<file path="src/rtl/pulse_mon_pkg.sv">
// Shared state encoding and widths for the pulse-width monitor.
package pulse_mon_pkg;

  typedef enum logic [1:0] {
    ST_IDLE    = 2'd0,
    ST_MEASURE = 2'd1,
    ST_DONE    = 2'd2
  } state_t;

  localparam int ERR_W = 8;

  // Width needed to count closed runs from 0 up to and including n.
  function automatic int run_cnt_w(input int n);
    return (n < 2) ? 1 : $clog2(n + 1);
  endfunction

endpackage

</file>
<file path="src/rtl/pulse_width_monitor_sat_counter.sv">
// Saturating up-counter with clear-to-0 and load-to-1; used for run length and error count.
// One-cycle update; clear beats load beats increment, and the count holds at all-ones.
module sat_counter #(
  parameter int W = 8
) (
  input  logic         clk,
  input  logic         rst,
  input  logic         i_clr,
  input  logic         i_load,
  input  logic         i_inc,
  output logic [W-1:0] o_cnt
);

  localparam logic [W-1:0] MAX_CNT = '1;

  logic [W-1:0] r_cnt;

  always_ff @(posedge clk) begin
    if (rst || i_clr) begin
      r_cnt <= '0;
    end else if (i_load) begin
      r_cnt <= W'(1);
    end else if (i_inc && (r_cnt != MAX_CNT)) begin
      r_cnt <= r_cnt + W'(1);
    end
  end

  assign o_cnt = r_cnt;

endmodule

</file>
<file path="src/rtl/pulse_width_monitor.sv">
// Measures constant-level run lengths on din and checks each against EXP_LEN +/- TOL.
// A run closed by the sample in cycle k is reported in cycle k+1; done/pass follow the last closure.
module pulse_width_monitor
  import pulse_mon_pkg::*;
#(
  parameter int CNT_W    = 8,
  parameter int EXP_LEN  = 20,
  parameter int TOL      = 0,
  parameter int NUM_RUNS = 3
) (
  input  logic             clk,
  input  logic             rst,
  input  logic             din,
  input  logic             start,
  input  logic             stop,
  output logic             run_valid,
  output logic [CNT_W-1:0] run_len,
  output logic             run_level,
  output logic             run_ok,
  output logic             busy,
  output logic             done,
  output logic             pass,
  output logic [ERR_W-1:0] err_count
);

  localparam int                RUN_W    = run_cnt_w(NUM_RUNS);
  localparam logic [RUN_W-1:0]  LAST_RUN = RUN_W'(NUM_RUNS - 1);
  localparam logic [RUN_W-1:0]  ALL_RUNS = RUN_W'(NUM_RUNS);
  localparam logic [CNT_W:0]    EXP_EXT  = (CNT_W + 1)'(EXP_LEN);
  localparam logic [CNT_W:0]    TOL_EXT  = (CNT_W + 1)'(TOL);

  state_t            r_state;
  state_t            w_state_nxt;
  logic              r_level;
  logic [RUN_W-1:0]  r_runs;
  logic              r_run_valid;
  logic [CNT_W-1:0]  r_run_len;
  logic              r_run_level;
  logic              r_run_ok;

  logic [CNT_W-1:0]  w_cnt;
  logic [ERR_W-1:0]  w_err;
  logic              w_meas;
  logic              w_arm;
  logic              w_toggle;
  logic              w_close;
  logic              w_last;
  logic              w_ok;
  logic [CNT_W:0]    w_cnt_ext;
  logic [CNT_W:0]    w_diff;

  assign w_meas   = (r_state == ST_MEASURE);
  assign w_arm    = start && ((r_state == ST_IDLE) || (r_state == ST_DONE));
  // stop wins over a level change, so the stop-cycle sample never starts a new run
  assign w_toggle = w_meas && !stop && (din != r_level);
  assign w_close  = w_meas && (stop || (din != r_level));
  assign w_last   = w_close && (r_runs == LAST_RUN);

  // One extra bit keeps the absolute difference from wrapping.
  assign w_cnt_ext = {1'b0, w_cnt};
  assign w_diff    = (w_cnt_ext >= EXP_EXT) ? (w_cnt_ext - EXP_EXT) : (EXP_EXT - w_cnt_ext);
  assign w_ok      = (w_diff <= TOL_EXT);

  sat_counter #(.W(CNT_W)) u_run_cnt (
    .clk    (clk),
    .rst    (rst),
    .i_clr  (1'b0),
    .i_load (w_arm || w_toggle),
    .i_inc  (w_meas && !w_close),
    .o_cnt  (w_cnt)
  );

  sat_counter #(.W(ERR_W)) u_err_cnt (
    .clk    (clk),
    .rst    (rst),
    .i_clr  (w_arm),
    .i_load (1'b0),
    .i_inc  (w_close && !w_ok),
    .o_cnt  (w_err)
  );

  always_ff @(posedge clk) begin
    if (rst) begin
      r_state <= ST_IDLE;
    end else begin
      r_state <= w_state_nxt;
    end
  end

  always_comb begin
    w_state_nxt = r_state;
    case (r_state)
      ST_IDLE:    if (start) w_state_nxt = ST_MEASURE;
      ST_MEASURE: if (stop || w_last) w_state_nxt = ST_DONE;
      ST_DONE:    if (start) w_state_nxt = ST_MEASURE;
      default:    w_state_nxt = ST_IDLE;
    endcase
  end

  always_comb begin
    busy = 1'b0;
    done = 1'b0;
    pass = 1'b0;
    case (r_state)
      ST_MEASURE: busy = 1'b1;
      ST_DONE: begin
        done = 1'b1;
        pass = (r_runs == ALL_RUNS) && (w_err == '0);
      end
      default: ;
    endcase
  end

  always_ff @(posedge clk) begin
    if (rst) begin
      r_level     <= 1'b0;
      r_runs      <= '0;
      r_run_valid <= 1'b0;
      r_run_len   <= '0;
      r_run_level <= 1'b0;
      r_run_ok    <= 1'b0;
    end else begin
      r_run_valid <= w_close;
      if (w_arm) begin
        r_level <= din;
        r_runs  <= '0;
      end else if (w_close) begin
        r_run_len   <= w_cnt;
        r_run_level <= r_level;
        r_run_ok    <= w_ok;
        r_runs      <= r_runs + RUN_W'(1);
        if (!stop) begin
          r_level <= din;
        end
      end
    end
  end

  assign run_valid = r_run_valid;
  assign run_len   = r_run_len;
  assign run_level = r_run_level;
  assign run_ok    = r_run_ok;
  assign err_count = w_err;

endmodule

</file>
<file path="config.mk">
export PLATFORM = sky130hd
export DESIGN_NAME = pulse_width_monitor
export DESIGN_NICKNAME = d
export VERILOG_FILES = /design/src/rtl/pulse_mon_pkg.sv /design/src/rtl/pulse_width_monitor_sat_counter.sv /design/src/rtl/pulse_width_monitor.sv
export SDC_FILE = /design/constraint.sdc
export NUM_CORES = 1
export LEC_CHECK = 0
export ABC_AREA = 1
export ABC_CLOCK_PERIOD_IN_PS = 2100
export CAP_MARGIN = 20
export CORE_MARGIN = 2
export CORE_UTILIZATION = 25
export DETAILED_ROUTE_END_ITERATION = 7
export PLACE_DENSITY_LB_ADDON = 0.08
export SYNTH_ARGS = -nofsm -noshare
export SYNTH_HDL_FRONTEND = slang
export SYNTH_SLANG_ARGS = --single-unit
</file>
<file path="constraint.sdc">
create_clock -name clk -period 2.1 [get_ports clk]
set_clock_uncertainty 0.2 [all_clocks]
set_input_delay 0.42 -clock clk [delete_from_list [all_inputs] [get_ports clk]]
set_output_delay 0.42 -clock clk [all_outputs]
set_load 0.005 [all_outputs]
</file>
==> flow_summary_export.csv, run 1 <==
group,metric,value,unit
critical_path,cp_data_required_time,1480,ps
die,coreArea,6830,um2
placement,globalplace.congestion,0.787,
placement,hpwl,3.37,mm
synth,synth-seq-cells,32,
die,die_w,88.3,um
die,dieArea,7800,um2
synth,syn_nets,244,
synth,synth.distinct_cells,33,
power_and_ir_drop,clkPwrFrac,37.6,%
detailed_routing,vias,1626,
clock_network,ctsHtreeMaxLevel,2,
power_and_ir_drop,vdd_drop_max,0.259,mV
detailed_routing,wire_per_inst,11.4,um
synth,synth_top_family_by_area,"simple AND/OR/NAND/NOR gates",
synth,yosys.area.top_type_share,36.1,%
clock_network,cts_tree,"done",
power_and_ir_drop,power.density,577,nW/um2
die,pin_count,27,
detailed_routing,first_pass_iters,4,
synth,synth_edf_count,0,
synth,dominantRegCellSynth,"dfxtp_1",
synth,ys_seq_area_share,36.1,%
synth,yosysWarnings,0,
synth,netlist_instances,230,
layout,seqCellArea,643,um2
critical_path,slowest_stage,"clkdlybuf4s50_1",
power_and_ir_drop,p_int,1030,uW
synth,synth_xor_area_share,6.48,%
die,row_count,30,
layout,area_growth,34.9,%
layout,final_core_util,35.1,%
clock_network,clockBufferDepth,2,
timing,finalHoldViolCount,0,
synth,synth_area_per_cell,7.72,um2
global_route,antenna_found_initial,0,
status,status,"finished clean",
synth,synth_commonest_cells,"nand2_1 (34), dfxtp_1 (32), a21oi_1 (29), inv_1 (25), nor2_1 (25)",
critical_path,cp.arrival,1400,ps
synth,synth-compound-area-share,14.1,%
timing,fin_crit,2020,ps
job,drv_cap,0,
power_and_ir_drop,power_frac_comb,15.3,%
critical_path,worst-path-max-fanout,4,
critical_path,cp-start-kind,"register",
synth,yosysMostFrequentCell,"nand2_1",
layout,antennaDiodeCount,0,
global_route,grt_pass1_vias,1533,
layout,nets,293,
min_path,hold_path_class,"reg2reg",
synth,yosys.area.top_type,"dfxtp_1",
layout,multi_input_area,992,um2
die,fp.dieH,88.3,um
clock_network,clock_sinks,32,
critical_path,end_kind,"primary output",
critical_path,slowest_delay,530,ps
synth,syn_area,1780,um2
global_route,grt_overflow,0,
placement,place.port_buffers,26,
synth,synth_mux_area_share,0,%
global_route,grt_max_degree,17,
synth,synth_area_leaders,"dfxtp_1 (36%), a21oi_1 (8.2%), nand2_1 (7.2%), ha_1 (6.3%), inv_1 (5.3%)",
timing,worst_slew_pin_slew,335,ps
power_and_ir_drop,power.share.switching,25.3,%
critical_path,path_class,"reg2out",
timing,setup_viol,0,
layout,nFillCells,760,
clock_network,root_buffer,"clkbuf_8",
timing,slew_headroom,77.7,%
clock_network,clock_insertion_delay_worst_skew,270,ps
clock_network,cts_made_buffers,5,
critical_path,path_cells,"inv_2 -> nor2_4 -> clkdlybuf4s50_1",
detailed_routing,drc_errors,0,
detailed_routing,viasPerCell,4.34,
synth,synthAdderAreaFrac,6.34,%
synth,synth-async-reset-ratio,0,%
power_and_ir_drop,seq_power_share,47.1,%
detailed_routing,drt_wl_total,4.29,mm
global_route,grtUsageTotal,11.9,%
synth,synthSimpleGateAreaFrac,28.8,%
power_and_ir_drop,p_sw,350,uW
global_route,grt_pass1_wl,7.29,mm
power_and_ir_drop,p_leak,0.00101,uW
clock_network,clkSlewWorstSetupHoldPaths,70,ps
timing,fin_setup_tns,0,ps
detailed_routing,drt_iter0_drc,67,
timing,finalCritPeriodShare,96.1,%
die,start_util,26.0,%
timing,grt_setup_unrepaired,"false",
layout,drive_gt1_share,20.4,%
detailed_routing,drtAntennaViolNets,0,
timing,maxSlewViolCount,0,
timing,fmaxAchievable,496,MHz
## layout by cell type (no fill, tap or decap), drive strengths merged
cell type,count
xnor2,1
nor2,28
ha,9
nor4,2
nand3,9
a211oi,1
a21oi,29
dlymetal6s2s,1
nand4,8
clkbuf,7
nor3,4
buf,20
and3,1
a21boi,1
clkinv,1
inv,31
dlygate4sd2,1
o21ai,17
nand3b,1
xor2,10
dfxtp,32
clkdlybuf4s50,24
nand2,41
## state kept, by name (all words and copies together), names as in the netlist
name	count
r_level	1
r_runs	2
r_state	2
run_len	8
run_level	1
run_ok	1
run_valid	1
u_err_cnt.o_cnt	8
u_run_cnt.o_cnt	8
## stage by stage
step | std cells | total power, uW | instance area (um2) | setup slack [ps] | hold slack [ps]
4_1_cts | 375 | 1410 | 2390 | 40.2 | 298
3_3_place_gp | 367 | 881 | 2290 | -28.4 | 280
5_1_grt | 375 | 1470 | 2400 | 3.57 | 320
6_report | 375 | 1380 | 2400 | 82.7 | 295
3_5_place_dp | 367 | 879 | 2290 | -59.1 | 286
2_1_floorplan | 230 | 774 | 1780 | 311 | 261
## final cells by class
cell class	instances	share of cell area [%]
multi-input cells	162	41.4
flip-flops and latches	32	26.8
repair buffers	46	17.7
inverters	32	5.06
well taps	96	5.01
clock buffers	7	4.02
## cells by family after synthesis
| group | Yosys count |
|---|---|
| buffers and inverters | 36 |
| and+or+nand+nor | 94 |
| adders and majority gates | 9 |
| xor gates and xnor gates | 11 |
| AOI/OAI and AO/OA | 48 |
| DFF | 32 |
## worst paths after layout
kind	start	endpoint	slack, ps	cells after the start
hold reg to reg	r_runs[0]$_SDFFE_PP0P_	r_runs[0]$_SDFFE_PP0P_	290	2
setup / recovery	r_state[0]$_SDFFE_PP0P_	busy	80	3
setup reg to reg	u_run_cnt.o_cnt[1]$_SDFFE_PP0P_	u_err_cnt.o_cnt[2]$_SDFFE_PP0P_	250	11
hold / removal	r_runs[0]$_SDFFE_PP0P_	r_runs[0]$_SDFFE_PP0P_	290	2
## critical path: cells and delay by family, from the launching register on
kind	cells	cell delay, ps
buffers and inverters	2	590
flip-flops	1	380
AND/OR/NAND/NOR	1	150
## power groups by stage
| stage | combinational, uW | sequential, uW | clock [uW] |
|---|---|---|---|
| 2_1_floorplan | 107 | 667 | 0 |
| 3_3_place_gp | 215 | 666 | 0 |
| 4_1_cts | 217 | 652 | 545 |
| 5_1_grt | 236 | 655 | 576 |
| 3_5_place_dp | 214 | 665 | 0 |
| 6_report | 212 | 651 | 520 |
## timing repair
item / CTS / global route
hold buffers: 0 / 0
setup endpoints to repair: 2 / 2
pin swaps: 1 / 0
buffers inserted: 1 / 0
gates resized for setup: 3 / 2
## layer usage
metal / vias up / global-route usage, % / share of wire [%]
li1: 848 / - / -
met1: 737 / 17.2 / 52
met3: 2 / 2.89 / 4.3
met5: - / 0 / 0
met4: 0 / 2.48 / 0.40
met2: 39 / 17.9 / 44
Power figures use the tool's default switching activity.
==> run 2: changes to the inputs <==
--- a/config.mk
+++ b/config.mk
@@ -8,6 +8,7 @@
 export ABC_AREA = 1
 export ABC_CLOCK_PERIOD_IN_PS = 2100
 export CAP_MARGIN = 20
+export CORE_ASPECT_RATIO = 2
 export CORE_MARGIN = 2
 export CORE_UTILIZATION = 25
 export DETAILED_ROUTE_END_ITERATION = 7
==> run 2 against run 1 <==
  * Design area rose by 2.6%
  * Fmax rose by 2.8%
  * Total power grew 16%
  * Worst hold slack lost 11 ps
  * Clock power up 42%
  * Die area up 0.53%
  * Global-route usage rose by 2.5 points
  * Worst setup slack improved by 55 ps
==> flow_summary_export.csv, run 2 (synthesized netlist as in run 1, its figures left out) <==
group,metric,value,unit
layout,final_common_cell,"nand2_1",
clock_network,cts_made_buffers,5,
clock_network,clock_sinks,32,
die,dieArea,7840,um2
detailed_routing,viasPerCell,4.41,
critical_path,rr_worst_depth,12,
layout,final_cell_mix,"nand2_1 (34), dfxtp_1 (30), a21oi_1 (29), inv_1 (25)",
layout,final_core_util,35.7,%
power_and_ir_drop,power.density,654,nW/um2
timing,worst_slew_pin_slew,349,ps
global_route,grt_overflow,0,
critical_path,end_kind,"register",
die,row_count,43,
critical_path,worst-path-max-fanout,4,
power_and_ir_drop,power.share.switching,24.9,%
power_and_ir_drop,clkPwrFrac,46.0,%
placement,dp_slack,-153,ps
power_and_ir_drop,p_sw,401,uW
clock_network,root_buffer,"clkbuf_16",
critical_path,r2r-start,"u_run_cnt.o_cnt[3]$_SDFFE_PP0P_",
placement,hpwl,4.16,mm
min_path,whs_endpoint,"r_runs[0]$_SDFFE_PP0P_",
timing,fmaxAchievable,510,MHz
clock_network,clkSlewWorstSetupHoldPaths,50,ps
power_and_ir_drop,p_int,1210,uW
critical_path,path_class,"in2reg",
die,fp.dieH,123,um
critical_path,cp_data_required_time,2100,ps
critical_path,regToRegEndpoint,"u_err_cnt.o_cnt[4]$_SDFFE_PP0P_",
detailed_routing,vias,1641,
power_and_ir_drop,seq_power_share,40.6,%
clock_network,cts_tree,"done",
placement,place.port_buffers,26,
detailed_routing,drtAntennaViolNets,0,
timing,fin_crit,1960,ps
job,drv_cap,0,
timing,setup_viol,0,
status,status,"finished clean",
clock_network,clock_insertion_delay_worst_skew,280,ps
layout,area_growth,38.4,%
clock_network,clockBufferDepth,2,
power_and_ir_drop,p_leak,0.00104,uW
layout,antennaDiodeCount,0,
detailed_routing,drt_wl_total,5.14,mm
die,coreArea,6890,um2
layout,nFillCells,814,
global_route,grt_max_degree,13,
global_route,antenna_found_initial,0,
die,start_util,25.8,%
detailed_routing,first_pass_iters,4,
die,die_w,63.6,um
layout,drive_gt1_share,21.3,%
power_and_ir_drop,power_frac_comb,13.3,%
critical_path,cp-start-kind,"input port",
timing,slew_headroom,76.6,%
timing,setup_ws,137,ps
placement,globalplace.congestion,0.788,
timing,finalHoldViolCount,0,
critical_path,ff2ff_setup_slack,160,ps
global_route,grt_pass1_vias,1730,
timing,grt_setup_unrepaired,"false",
detailed_routing,wire_per_inst,13.8,um
layout,nets,295,
min_path,min_path_cells,2,
timing,maxSlewViolCount,0,
clock_network,ctsHtreeMaxLevel,2,
detailed_routing,drt_iter0_drc,36,
min_path,hold_path_class,"reg2reg",
clock_network,cts_hold_buf,0,
power_and_ir_drop,vdd_drop_max,0.342,mV
die,pin_count,27,
detailed_routing,drc_errors,0,
global_route,grt_pass1_wl,8.38,mm
min_path,min_from,"r_runs[0]$_SDFFE_PP0P_",
timing,finalCritPeriodShare,93.5,%
global_route,grtUsageTotal,14.4,%
critical_path,cp.arrival,1960,ps
[run 2: per-stage QoR]
step	std cells	setup TNS [ps]	power [uW]	area, um2	hold WS [ps]
5_1_grt	372	0	1680	2460	320
3_5_place_dp	363	-1080	883	2290	281
4_1_cts	371	0	1640	2450	287
2_1_floorplan	230	0	774	1780	261
3_3_place_gp	363	-659	883	2290	273
6_report	372	0	1610	2460	284
[run 2: critical path, cell delays in order]
cell             delay [ps]
clkdlybuf4s50_1         580
xnor2_4                 160
buf_4                   150
o21ai_1                  80
nor2_1                  280
inv_2                   100
a211oi_2                190
[run 2: layout make-up]
class	instances	area, um2	share of cell area, %
inverter	32	121	4.94
timing repair buffer	48	435	17.7
multi-input combinational	162	997	40.6
clock buffer	6	139	5.65
sequential	32	643	26.2
clock inverter	2	10.0	0.407
tap	90	113	4.58
[run 2: repair_timing]
item,in CTS,in global routing
setup buffers,0,1
endpoints found under the setup margin,2,9
pin swaps,0,2
gates resized for setup,5,1
endpoints found under the hold margin,0,0
[run 2: per-layer routing]
metal  vias up  part of all wire (%)  GRT usage (%)  wire length [um]
met5         -                     0              0                 0
met4         0                   3.1           7.61               158
met3        10                   2.4           1.91               121
met2        32                    61           30.0              3150
met1       747                    33           12.7              1710
li1        852                     -              -                 -
[run 2: worst max-delay path by stage]
stage,startpoint,end,cells after the start
2_1_floorplan,u_run_cnt.o_cnt[3]$_SDFFE_PP0P_,u_err_cnt.o_cnt[1]$_SDFFE_PP0P_,12
3_3_place_gp,din,u_run_cnt.o_cnt[1]$_SDFFE_PP0P_,7
3_5_place_dp,din,u_run_cnt.o_cnt[1]$_SDFFE_PP0P_,7
4_1_cts,r_state[1]$_SDFFE_PP0P_,busy,3
5_1_grt,u_run_cnt.o_cnt[3]$_SDFFE_PP0P_,u_err_cnt.o_cnt[1]$_SDFFE_PP0P_,12
6_report,din,u_run_cnt.o_cnt[1]$_SDFFE_PP0P_,7
[run 2: power by group through the flow]
stage	clock network [uW]	logic (uW)	registers, uW
finish	740	215	653
global route	784	239	657
CTS	768	219	654
detailed placement	0	217	666
global placement	0	217	665
floorplan	0	107	667
